### src/rtl/window_if.sv
// Pixel stream in, window column out, between the line buffer and its controller.
// The master drives the pixel stream and layer select; the slave returns the taps column.
interface window_if #(
    parameter int DATA_WIDTH = 8,
    parameter int KSIZE      = 5
);
    logic                        start;
    logic                        state;
    logic [DATA_WIDTH-1:0]       din;
    logic [KSIZE*DATA_WIDTH-1:0] taps;

    modport master (output start, output state, output din, input taps);
    modport slave  (input start, input state, input din, output taps);
endinterface

### src/rtl/window.sv
// Sliding-window line buffer: one long pixel shift chain, tapped every W entries,
// yielding one vertical KSIZE-pixel column of the convolution window per capture.
module window #(
    parameter int DATA_WIDTH = 8,
    parameter int KSIZE      = 5,
    parameter int W0         = 28,
    parameter int W1         = 12
) (
    input  logic     clk,
    input  logic     rstn,
    window_if.slave  bus
);
    // Sized for the wider layer; the narrower layer simply taps nearer the head.
    localparam int DEPTH = (KSIZE - 1) * W0 + 1;

    logic [DATA_WIDTH-1:0]       sr_reg [DEPTH];
    logic [KSIZE*DATA_WIDTH-1:0] taps_sel;

    // Registers rather than block RAM: reset must clear every entry asynchronously.
    always_ff @(posedge clk or negedge rstn) begin
        if (!rstn) begin
            for (int i = 0; i < DEPTH; i++) begin
                sr_reg[i] <= '0;
            end
        end else if (bus.start) begin
            sr_reg[0] <= bus.din;
            for (int i = 1; i < DEPTH; i++) begin
                sr_reg[i] <= sr_reg[i-1];
            end
        end
    end

    // Row k of the column is the pixel captured k line-widths before the newest.
    generate
        for (genvar gi = 0; gi < KSIZE; gi++) begin : g_tap
            assign taps_sel[gi*DATA_WIDTH +: DATA_WIDTH] =
                bus.state ? sr_reg[gi*W1] : sr_reg[gi*W0];
        end
    endgenerate

    assign bus.taps = taps_sel;
endmodule

### src/flat_wrapper.sv
// flat-port wrapper written by rule: the top's interface ports become plain ports
module window_flat 
#(
    parameter int DATA_WIDTH = 8,
    parameter int KSIZE      = 5,
    parameter int W0         = 28,
    parameter int W1         = 12
)
  (clk, rstn, bus_start, bus_state, bus_din, bus_taps);
  window_if #(.DATA_WIDTH(DATA_WIDTH), .KSIZE(KSIZE)) bus_i ();
  input  logic clk;
  input  logic rstn;
  input wire logic [$bits(bus_i.start)-1:0] bus_start;
  input wire logic [$bits(bus_i.state)-1:0] bus_state;
  input wire logic [$bits(bus_i.din)-1:0] bus_din;
  output wire logic [$bits(bus_i.taps)-1:0] bus_taps;
  assign bus_i.start = bus_start;
  assign bus_i.state = bus_state;
  assign bus_i.din = bus_din;
  assign bus_taps = bus_i.taps;
  window #(.DATA_WIDTH(DATA_WIDTH), .KSIZE(KSIZE), .W0(W0), .W1(W1)) u_core (.clk(clk), .rstn(rstn), .bus(bus_i));
endmodule
### config.mk
export PLATFORM = sky130hd
export DESIGN_NAME = window_flat
export DESIGN_NICKNAME = d
export VERILOG_FILES = /design/src/rtl/window_if.sv /design/src/rtl/window.sv /design/src/flat_wrapper.sv
export SDC_FILE = /design/constraint.sdc
export NUM_CORES = 1
export LEC_CHECK = 0
export CAP_MARGIN = 15
export CORE_MARGIN = 5
export CORE_UTILIZATION = 55
export DETAILED_ROUTE_END_ITERATION = 16
export MAX_ROUTING_LAYER = met4
export PLACE_DENSITY = 0.71
export SYNTH_ARGS = -nofsm -noshare
export SYNTH_HDL_FRONTEND = slang
export SYNTH_SLANG_ARGS = --single-unit
export TNS_END_PERCENT = 100
### constraint.sdc
create_clock -name clk -period 1.5 [get_ports clk]
set_input_delay 0.3 -clock clk [delete_from_list [all_inputs] [get_ports clk]]
set_output_delay 0.3 -clock clk [all_outputs]
set_load 0.01 [all_outputs]
==> metrics.log <==
[metrics] setup TNS: -7120 ps
[metrics] Detail Placement HPWL: between 30 and 40 mm
[metrics] type of the tightest min-delay check: in -> reg
[metrics] syn_nets: ~2000
[metrics] Antenna Violating Nets Remaining: 0
[metrics] maximum net fanout on the critical path: 3
[metrics] setup slack of the worst register-to-register path: around 430 ps
[metrics] outcome: complete, but fails checks
[metrics] cell area after technology mapping: 36300 um^2
[metrics] fmax: 567 MHz
[metrics] most frequent cell after synthesis: sky130_fd_sc_hd__dfrtp_1
[metrics] layout cell share with drive strength beyond 1: 59.2%
[metrics] GPL Wtd Cong: about 0.73
[metrics] number of flip-flops under the largest register name: about 900
[metrics] Num Clock Sinks: approximately 900
[metrics] number of nets in the layout: ~2200
[metrics] CTS tree: yes
[metrics] critical path start-end classification: reg -> out
[metrics] leakage dissipation: between 20 and 25 nW
[metrics] number of global-route vias before repair: between 15000 and 20000
[metrics] Cell Rows: 94
[metrics] final core utilization: 64.7%
[metrics] area taken by multi-input logic gates: roughly 13000 um^2
[metrics] top-area cell type share of the netlist area: between 60% and 70%
[metrics] sequential share of the synthesized area: 62.4%
[metrics] post-placement cell area: 38700 um^2
[metrics] DRC: 0
[metrics] main flop type after synthesis: sky130_fd_sc_hd__dfrtp_1
[metrics] sequential standard cell area: 22600 um^2
[metrics] H-tree Lvls: 3
[metrics] number of fill cells in the layout: 4464
[metrics] Max Buffers Root-to-Sink: 3
[metrics] Worst Setup Slack, final: -264 ps
[metrics] final worst path period share: 118%
[metrics] dominant cells by area after synthesis: sky130_fd_sc_hd__dfrtp_1 (62%), sky130_fd_sc_hd__mux2_4 (23%), sky130_fd_sc_hd__mux2_2 (12%)
[metrics] arrival time worst endpoint: 1460 ps
[metrics] signed area change from the synthesized netlist to the final layout: 17.1%
[metrics] failing checks: negative setup slack
[metrics] total inserted antenna cells: 0
[metrics] proportion of register bits with asynchronous set or reset after synthesis: between 90% and 100%
[metrics] x dimension of the die: approximately 270 um
[metrics] number of vias in the routed layout: approximately 16000
[metrics] Syn Area/Cell: 18.6 um^2
[metrics] cell with the largest stage delay on the worst path: sky130_fd_sc_hd__dfrtp_1
[metrics] final hold violation count: 0
[metrics] total iterations of the first detailed-routing run: 4
[metrics] Power Dens Cells: between 1000 and 1500 nW/um^2
[metrics] worst-case vdd ir drop: approximately 0.0012 V
[metrics] area of the core region: roughly 66000 um^2
[metrics] Largest stage delay, worst path: between 400 and 500 ps
[metrics] Final Cell Area: about 42000 um^2
[metrics] Data required, critical path: approximately 1200 ps
[metrics] startpoint class of the critical path: flop
[metrics] endpoints failing setup: 32
[metrics] effective utilization at floorplan: about 55%
[metrics] Syn Inst Count: between 1500 and 2000
[metrics] detail-routed net length per standard cell: 18.0 um
[metrics] number of antenna violations at the first check in global routing: 0
[metrics] GR Util All Layers: between 15 and 20%
[metrics] initial detailed-routing violation count: roughly 670
[metrics] YS warnings: 0
[metrics] setup skew after layout: a little over 20 ps
[metrics] crit path capture type: primary output
[metrics] maximum number of pins on one net before global-route repair: 83
[metrics] via count normalized by instance count: ~5.2
[metrics] number of flops mapped to enable cells by yosys: 0
[metrics] post-synth cell types: 9
[metrics] Relative slew margins: 70.6%
[metrics] worst skew pair latency: around 630 ps
[metrics] Crit path buffers/inverters: 1
[metrics] max-capacitance violation count: 0
[metrics] height of the chip: 267 um
[metrics] Final Max Slew Viols: 0
[metrics] Boundary Pins: 52
[metrics] minimum period implied by the final worst setup slack: 1760 ps
[metrics] global-route wire length before repair: ~97 mm
[metrics] total of buffers placed on input and output ports: between 50 and 60
[metrics] final WL: ~56 mm
[metrics] Critical Path, Cell by Cell: mux2_4 > buf_6
[metrics] Inserted Clock Buffers: slightly above 90
[metrics] family of cells with the greatest summed delay on the critical path: flip-flops
[metrics] commonest cells in the synthesized netlist: sky130_fd_sc_hd__dfrtp_1 (904), sky130_fd_sc_hd__mux2_4 (560), sky130_fd_sc_hd__mux2_2 (374)
[metrics] RSZ-0062 raised after global routing: true
[metrics] CTS Root Cell: sky130_fd_sc_hd__clkbuf_16
[metrics] cell taking the most area after synthesis: sky130_fd_sc_hd__dfrtp_1
[metrics] post-synthesis register bit count: 904
[metrics] grt total ovfl: 0
[metrics] Die Footprint: roughly 71000 um^2
[metrics] clock slew at reported path FFs: 60 ps
[metrics] worst-margin pin slew: about 440 ps
## logic make-up after synthesis
family	count (synthesis)	share of synthesized area, %
buffers and inverters	113	2.75
DFF	904	62.4
muxes	936	34.9
## layer usage
layer | vias up | track usage [%] | wire, um | share of wire [%]
li1 | 7367 | - | - | -
met5 | - | - | 0 | 0
met3 | 106 | 2.86 | 1450 | 2.6
met4 | 0 | 4.28 | 1260 | 2.2
met1 | 8599 | 23.5 | 26600 | 47
met2 | 154 | 26.0 | 27200 | 48
## cell type report
| cell class | instances | share of cell area (%) |
|---|---|---|
| sequential | 904 | 53.3 |
| multi-input combinational | 936 | 30.0 |
| timing repair buffer | 258 | 6.57 |
| clock inverter | 32 | 0.902 |
| tap | 864 | 2.55 |
| clock buffer | 137 | 6.65 |
## path summary, 6_finish.rpt
path                                                start                        endpoint  cells past startpoint
max                        u_core.sr_reg[451]$_DFFE_PN0P_                    bus_taps[19]                      2
min                                             bus_start  u_core.sr_reg[543]$_DFFE_PN0P_                      2
max reg2reg                u_core.sr_reg[454]$_DFFE_PN0P_  u_core.sr_reg[454]$_DFFE_PN0P_                      3
min reg2reg                u_core.sr_reg[304]$_DFFE_PN0P_  u_core.sr_reg[296]$_DFFE_PN0P_                      1
max in group asynchronous                            rstn  u_core.sr_reg[835]$_DFFE_PN0P_                      4
min in group asynchronous                            rstn  u_core.sr_reg[517]$_DFFE_PN0P_                      2
## layout by cell type, fill, tap and decap left out
cell,synthesis,layout
sky130_fd_sc_hd__buf_12,0,57
sky130_fd_sc_hd__buf_2,41,8
sky130_fd_sc_hd__buf_4,8,149
sky130_fd_sc_hd__buf_6,58,33
sky130_fd_sc_hd__buf_8,5,2
sky130_fd_sc_hd__bufinv_16,0,7
sky130_fd_sc_hd__clkbuf_1,1,12
sky130_fd_sc_hd__clkbuf_16,0,94
sky130_fd_sc_hd__clkbuf_8,0,31
sky130_fd_sc_hd__clkdlybuf4s50_1,0,8
sky130_fd_sc_hd__clkinv_2,0,18
sky130_fd_sc_hd__clkinv_4,0,2
sky130_fd_sc_hd__clkinv_8,0,3
sky130_fd_sc_hd__clkinvlp_4,0,1
sky130_fd_sc_hd__dfrtp_1,904,904
sky130_fd_sc_hd__dlygate4sd3_1,0,1
sky130_fd_sc_hd__inv_6,0,1
sky130_fd_sc_hd__mux2_2,374,345
sky130_fd_sc_hd__mux2_4,560,591
## where the power goes
group	leakage, nW	switching, mW	internal [mW]	total (mW)
Clock	1.60	9.30	14.2	23.5
Combinational	7.81	2.19	3.59	5.78
Sequential	12.2	1.55	27.1	28.6
Total	21.6	13.0	44.9	58.0
## repair_timing
action | CTS | global route
setup buffers | 39 | 11
hold endpoints to repair | 296 | 0
gates resized for setup | 219 | 5
hold buffers | 1 | 0
setup endpoints to repair | 40 | 39
## per-stage QoR
step	power, mW	setup WS (ps)	hold WS (ps)	instances
4_1_cts	58.7	-314	32.8	3120
3_5_place_dp	34.5	-326	202	2911
5_1_grt	60.5	-334	40.7	3131
6_report	58.0	-264	72.2	3131
2_1_floorplan	32.2	142	4.41	1953
3_3_place_gp	34.2	-302	198	2911
(Power assumes the default switching activity.)
